$ cat src/rtl/ocx_tlx_xmt_credit_mgr_pkg.sv
// Shared constants for the TLX transmit-credit manager: default counter widths,
// return/request field widths, per-packet data-flit limit and VC-select encoding.
package ocx_tlx_xmt_credit_mgr_pkg;

    localparam int VC_CNT_W_DEF    = 8;
    localparam int DCP_CNT_W_DEF   = 10;
    localparam int MAX_DCP_PER_PKT = 4;

    localparam int VC_RET_W  = 4;
    localparam int DCP_RET_W = 6;
    localparam int REQ_DCP_W = 3;

    localparam logic VC_SEL_VC0 = 1'b0;
    localparam logic VC_SEL_VC3 = 1'b1;

    function automatic logic dcp_len_ok(input logic [REQ_DCP_W-1:0] dcp);
        return dcp <= REQ_DCP_W'(MAX_DCP_PER_PKT);
    endfunction

endpackage

$ cat src/rtl/ocx_tlx_credit_cnt.sv
// Saturating credit counter: next = cur + (add if add_v) - sub, clamped to all-ones.
// ovf_o pulses in the cycle whose update would exceed the counter range.
module ocx_tlx_credit_cnt #(
    parameter int CNT_W = 8,
    parameter int ADD_W = 4,
    parameter int SUB_W = 3
) (
    input  logic             clk_i,
    input  logic             srst_i,
    input  logic [ADD_W-1:0] add_i,
    input  logic             add_v_i,
    input  logic [SUB_W-1:0] sub_i,
    output logic [CNT_W-1:0] cnt_o,
    output logic             ovf_o
);

    // One bit wider than the larger operand so the sum never wraps.
    localparam int SUM_W = ((CNT_W > ADD_W) ? CNT_W : ADD_W) + 1;

    logic [CNT_W-1:0] cnt_q;
    logic [CNT_W-1:0] cnt_d;
    logic [SUM_W-1:0] sum;

    // sub never exceeds cnt_q because consumption is gated by the current count.
    always_comb begin
        sum   = SUM_W'(cnt_q) + (add_v_i ? SUM_W'(add_i) : '0) - SUM_W'(sub_i);
        ovf_o = sum > SUM_W'({CNT_W{1'b1}});
        cnt_d = ovf_o ? '1 : sum[CNT_W-1:0];
    end

    always_ff @(posedge clk_i) begin
        if (srst_i) begin
            cnt_q <= '0;
        end else begin
            cnt_q <= cnt_d;
        end
    end

    assign cnt_o = cnt_q;

endmodule

$ cat src/rtl/ocx_tlx_xmt_credit_mgr.sv
// TLX transmit-credit manager: tracks VC0/VC3 and DCP0/DCP3 credits returned by the
// host and grants at most one framer request per cycle with round-robin between VCs.
module ocx_tlx_xmt_credit_mgr
    import ocx_tlx_xmt_credit_mgr_pkg::*;
#(
    parameter int VC_CNT_W  = VC_CNT_W_DEF,
    parameter int DCP_CNT_W = DCP_CNT_W_DEF
) (
    input  logic                 tlx_clk,
    input  logic                 reset,
    input  logic [VC_RET_W-1:0]  rcv_xmt_credit_vcx0,
    input  logic [VC_RET_W-1:0]  rcv_xmt_credit_vcx3,
    input  logic [DCP_RET_W-1:0] rcv_xmt_credit_dcpx0,
    input  logic [DCP_RET_W-1:0] rcv_xmt_credit_dcpx3,
    input  logic                 rcv_xmt_credit_tlx_v,
    input  logic                 xmt_req_vc0,
    input  logic [REQ_DCP_W-1:0] xmt_req_dcp0,
    input  logic                 xmt_req_vc3,
    input  logic [REQ_DCP_W-1:0] xmt_req_dcp3,
    output logic                 xmt_gnt_vc0,
    output logic                 xmt_gnt_vc3,
    output logic [VC_CNT_W-1:0]  vc0_avail,
    output logic [VC_CNT_W-1:0]  vc3_avail,
    output logic [DCP_CNT_W-1:0] dcp0_avail,
    output logic [DCP_CNT_W-1:0] dcp3_avail,
    output logic                 credit_ovf_err,
    output logic                 req_len_err
);

    // Index 0 is the VC0 lane, index 1 the VC3 lane.
    logic [1:0][VC_RET_W-1:0]  vc_ret;
    logic [1:0][DCP_RET_W-1:0] dcp_ret;
    logic [1:0][REQ_DCP_W-1:0] req_dcp;
    logic [1:0]                req;
    logic [1:0][VC_CNT_W-1:0]  vc_cnt;
    logic [1:0][DCP_CNT_W-1:0] dcp_cnt;
    logic [1:0]                vc_ovf;
    logic [1:0]                dcp_ovf;
    logic [1:0]                elig;
    logic [1:0]                len_bad;
    logic [1:0]                gnt;

    logic last_gnt_q;
    logic last_gnt_d;
    logic ovf_err_q;
    logic ovf_err_d;
    logic len_err_q;
    logic len_err_d;

    assign vc_ret  = {rcv_xmt_credit_vcx3, rcv_xmt_credit_vcx0};
    assign dcp_ret = {rcv_xmt_credit_dcpx3, rcv_xmt_credit_dcpx0};
    assign req_dcp = {xmt_req_dcp3, xmt_req_dcp0};
    assign req     = {xmt_req_vc3, xmt_req_vc0};

    for (genvar gi = 0; gi < 2; gi++) begin : g_lane
        ocx_tlx_credit_cnt #(
            .CNT_W (VC_CNT_W),
            .ADD_W (VC_RET_W),
            .SUB_W (1)
        ) u_vc_cnt (
            .clk_i   (tlx_clk),
            .srst_i  (reset),
            .add_i   (vc_ret[gi]),
            .add_v_i (rcv_xmt_credit_tlx_v),
            .sub_i   (gnt[gi]),
            .cnt_o   (vc_cnt[gi]),
            .ovf_o   (vc_ovf[gi])
        );

        ocx_tlx_credit_cnt #(
            .CNT_W (DCP_CNT_W),
            .ADD_W (DCP_RET_W),
            .SUB_W (REQ_DCP_W)
        ) u_dcp_cnt (
            .clk_i   (tlx_clk),
            .srst_i  (reset),
            .add_i   (dcp_ret[gi]),
            .add_v_i (rcv_xmt_credit_tlx_v),
            .sub_i   (gnt[gi] ? req_dcp[gi] : '0),
            .cnt_o   (dcp_cnt[gi]),
            .ovf_o   (dcp_ovf[gi])
        );

        // Eligibility looks only at registered counts, so same-cycle returns are invisible.
        assign elig[gi] = req[gi] & (|vc_cnt[gi])
                        & (dcp_cnt[gi] >= DCP_CNT_W'(req_dcp[gi]))
                        & dcp_len_ok(req_dcp[gi]);
        assign len_bad[gi] = req[gi] & ~dcp_len_ok(req_dcp[gi]);
    end

    always_comb begin
        gnt = '0;
        if (!reset) begin
            if (&elig) begin
                gnt = (last_gnt_q == VC_SEL_VC3) ? 2'b01 : 2'b10;
            end else begin
                gnt = elig;
            end
        end
    end

    always_comb begin
        last_gnt_d = last_gnt_q;
        if (gnt[0]) begin
            last_gnt_d = VC_SEL_VC0;
        end else if (gnt[1]) begin
            last_gnt_d = VC_SEL_VC3;
        end
        ovf_err_d = ovf_err_q | (|vc_ovf) | (|dcp_ovf);
        len_err_d = len_err_q | (|len_bad);
    end

    always_ff @(posedge tlx_clk) begin
        if (reset) begin
            last_gnt_q <= VC_SEL_VC3;
            ovf_err_q  <= 1'b0;
            len_err_q  <= 1'b0;
        end else begin
            last_gnt_q <= last_gnt_d;
            ovf_err_q  <= ovf_err_d;
            len_err_q  <= len_err_d;
        end
    end

    assign xmt_gnt_vc0    = gnt[0];
    assign xmt_gnt_vc3    = gnt[1];
    assign vc0_avail      = vc_cnt[0];
    assign vc3_avail      = vc_cnt[1];
    assign dcp0_avail     = dcp_cnt[0];
    assign dcp3_avail     = dcp_cnt[1];
    assign credit_ovf_err = ovf_err_q;
    assign req_len_err    = len_err_q;

endmodule

$ cat config.mk
export PLATFORM = sky130hd
export DESIGN_NAME = ocx_tlx_xmt_credit_mgr
export DESIGN_NICKNAME = d
export VERILOG_FILES = /design/src/rtl/ocx_tlx_xmt_credit_mgr_pkg.sv /design/src/rtl/ocx_tlx_credit_cnt.sv /design/src/rtl/ocx_tlx_xmt_credit_mgr.sv
export SDC_FILE = /design/constraint.sdc
export NUM_CORES = 1
export LEC_CHECK = 0
export ABC_CLOCK_PERIOD_IN_PS = 6100
export CORE_MARGIN = 2
export CORE_UTILIZATION = 53
export DETAILED_ROUTE_END_ITERATION = 10
export GPL_TIMING_DRIVEN = 0
export PLACE_DENSITY = 0.82
export SYNTH_ARGS = -nofsm -noshare
export SYNTH_HDL_FRONTEND = slang
export SYNTH_SLANG_ARGS = --single-unit
$ cat constraint.sdc
create_clock -name tlx_clk -period 6.1 [get_ports tlx_clk]
set_input_delay 1.83 -clock tlx_clk [delete_from_list [all_inputs] [get_ports tlx_clk]]
set_output_delay 1.83 -clock tlx_clk [all_outputs]
set_load 0.01 [all_outputs]
==> results.md <==
- Hold Crit Class: register to register
- Final period util: a little over nine tenths
- DRT iter0 DRCs: 98
- DRC Markers: 0
- Status: completed
- Std cell rows: 30
- Mapped Area: between 3000 and 4000 um^2
- CTS Buffer Depth: 2
- DIE AREA: 7457 um^2
- First-pass GRT wire length: approximately 14 mm
- HPWL after DPL: 6.510 mm
- CTS tree: built
- GR Util All Layers: a little under a quarter
- Inserted Clock Buffers: 5
- Top_reg_cell synth: dfxtp_1
- Vias per std cell: 5.255
- Final WL: between 8 and 9 mm
- Clk Latency, worst-skew pair: ~0.30 ns
- Critical Path AT: between 4 and 5 ns
- Core box area: about 6700 um^2
- RSZ-0062 raised after global routing: true
- Post-synth EDFFs: 0
- Sequential element share of the synthesized area: roughly 22%
- Final setup vio count: 0
- DIE WIDTH: about 86 um
- Crit start category: input port
- Syn avg cell area: about 8.4 um^2
- Async set or reset register ratio after synthesis: 0%
- Top Ports: 71
- Critical path peak fanout: 3
- Post-route minimum period: between 5 and 6 ns
- Area delta synth->final: 27.74%
- Measured slew at the worst slew-check pin: around 0.65 ns
- Drt pass-1 iters: 4
- Clock transition at path regs: about 0.090 ns
- Layout cells sized above 1: roughly 8.5%
- Final nets: ~620
- Synth Register Bits: 39
- Post-synthesis cell type count: 47
- Critical path class: input port to output port
- Initial antenna violation count: 0
- Cts hold-fix bufs: 0
- CTS Root Cell: clkbuf_8
- Gr ovfl total: 0
- Vias: between 3000 and 4000
- Critical Path End Type: output port
- Worst Path Required: approximately 4.3 ns
- CTS sink count: 39
- Vias in the first global route: about 3200
- Routed len/inst: 14.24 um
- H-tree depth: 2
- Slew HR: between 50% and 60%
- Yosys warning total: 0
- Total negative setup slack: 0 ns
- Post-route ant nets: 0
- Die height: 86.36 um
- Antenna diodes: 0
- I/O Buffers: just under 70
- Max Slew Vio Count: 0
- Max Fclk: between 150 and 200 MHz
- Synth Net Count: approximately 540
- R2r setup slk: 1.82 ns
- Final hold vios: 0
- Routability cong.: just over 0.9
- Post-Syn Instances: between 400 and 500
- Initial Utilization: roughly 54%
- Max_cap viols: 0
- Largest net degree at the start of global routing: 13
- Fin Clk Skew: slightly above 0.006 ns
==> cell usage in the layout, fill, tap and decap left out, types with 2 or more instances in the layout <==
cell             synthesis  final
dlymetal6s2s_1           0      2
nand2_1                 24     24
xnor2_1                 15     14
o21ai_1                  3      5
inv_1                   86     86
xor2_1                  14     14
nor2b_1                  9      9
a21oi_2                  8      9
nor3_1                   2      2
dfxtp_1                 39     39
nor4_1                   3      3
and2_1                  12     12
nand2b_1                 7      7
clkdlybuf4s50_1          0     66
ha_1                    70     69
a21o_1                   8      8
o21a_1                   3      2
clkbuf_8                 0      5
a21oi_1                 47     46
o21bai_1                 6      6
o21ai_2                  1      2
nor2_1                  18     18
xnor2_2                  2      2
clkbuf_1                 6      7
buf_4                    0     10
fa_1                     8      7
a211oi_1                 2      2
nor4b_1                  2      2
nand3_1                  2      2
o21ai_0                 10      7
==> synthesized netlist by cell type, types with 2 or more instances <==
library cell  count  area share (%)
a211oi_1          2            0.42
a21boi_0          2            0.42
a21o_1            8             1.7
a21oi_1          47             6.5
a21oi_2           8             1.9
and2_1           12             2.1
clkbuf_1          6            0.63
dfxtp_1          39              22
fa_1              8             4.5
ha_1             70              24
inv_1            86             9.0
nand2_1          24             2.5
nand2b_1          7             1.2
nand3_1           2            0.28
nor2_1           18             1.9
nor2b_1           9             1.6
nor3_1            2            0.28
nor4_1            3            0.52
nor4b_1           2            0.49
o21a_1            3            0.63
o21ai_0          10             1.4
o21ai_1           3            0.42
o21bai_1          6             1.3
xnor2_1          15             3.7
xnor2_2           2            0.90
xor2_1           14             3.4
==> layer usage <==
metal | vias up | track usage (%) | share of wire (%)
met5 | - | 0 | 0
li1 | 1582 | - | -
met3 | 12 | 3.619 | 3.8
met1 | 1460 | 28.27 | 44
met4 | 0 | 7.955 | 1.7
met2 | 73 | 42.94 | 51
==> worst max-delay path, stage by stage <==
cell             delay (ns)
clkdlybuf4s50_1        0.51
inv_1                  0.06
ha_1                   0.31
a21oi_2                0.14
o21ai_1                0.10
a21boi_2               0.20
o21ai_2                0.11
a2111oi_4              0.38
buf_4                  0.18
dlygate4sd2_1          0.26
==> sequential cells by signal, indices dropped and copies added, names as in the netlist <==
signal,flops
g_lane.u_vc_cnt.cnt_o,16
last_gnt_q,1
req_len_err,1
credit_ovf_err,1
g_lane.u_dcp_cnt.cnt_o,20
==> through the flow <==
step           utilization (%)  setup slack, ns  hold slack [ns]  cell area (um^2)  std cells
3_5_place_dp             65.64          -0.5364           0.5398              4385        578
5_1_grt                  68.73         -0.03361           0.5852              4592        595
2_1_floorplan                -           0.5719           0.5349              3595        429
4_1_cts                  67.79         0.002256           0.5508              4529        589
3_3_place_gp             65.64          -0.4539           0.5401              4385        578
6_report                 68.73           0.1773           0.5561              4592        595
==> cell type report <==
type                    instances  area, um^2
clock buffers                   6       72.57
inverters                      86       322.8
multi-input cells             296        2500
well taps                      80       100.1
clock inverters                 2       12.51
flip-flops and latches         39       780.7
repair buffers                 78       762.0
plain buffers                   8       41.29
fillers                       565        2090
==> repair_timing <==
action | 4_1_cts | 5_1_grt
endpoints found under the setup margin | 23 | 25
setup buffers | 2 | 6
gates resized for setup | 11 | 9
pin swaps | 3 | 11
gates cloned | 1 | 0
endpoints found under the hold margin | 0 | 0
==> logic make-up after synthesis <==
kind of cell               after synthesis  share of synthesized area [%]
adders and majority gates               78                          28.82
and+or+nand+nor                         82                          11.52
xor gates and xnor gates                31                          7.971
buffers and inverters                   94                          10.06
AOI/OAI and AO/OA                      105                          19.91
DFF                                     39                          21.72
==> path summary, 6_finish.rpt <==
path                                            from                                      end  cells past startpoint
max reg2reg  g_lane[0].u_dcp_cnt.cnt_o[0]$_SDFF_PP0_  g_lane[1].u_dcp_cnt.cnt_o[4]$_SDFF_PP0_                     23
max                                  xmt_req_dcp0[1]                              xmt_gnt_vc3                     10
min reg2reg                   req_len_err$_SDFF_PP0_                   req_len_err$_SDFF_PP0_                      2
min                           req_len_err$_SDFF_PP0_                   req_len_err$_SDFF_PP0_                      2
Power is left out: the tool's default activity adds up to more than one toggle a clock period on the data nets, which glitch-free logic cannot reach.
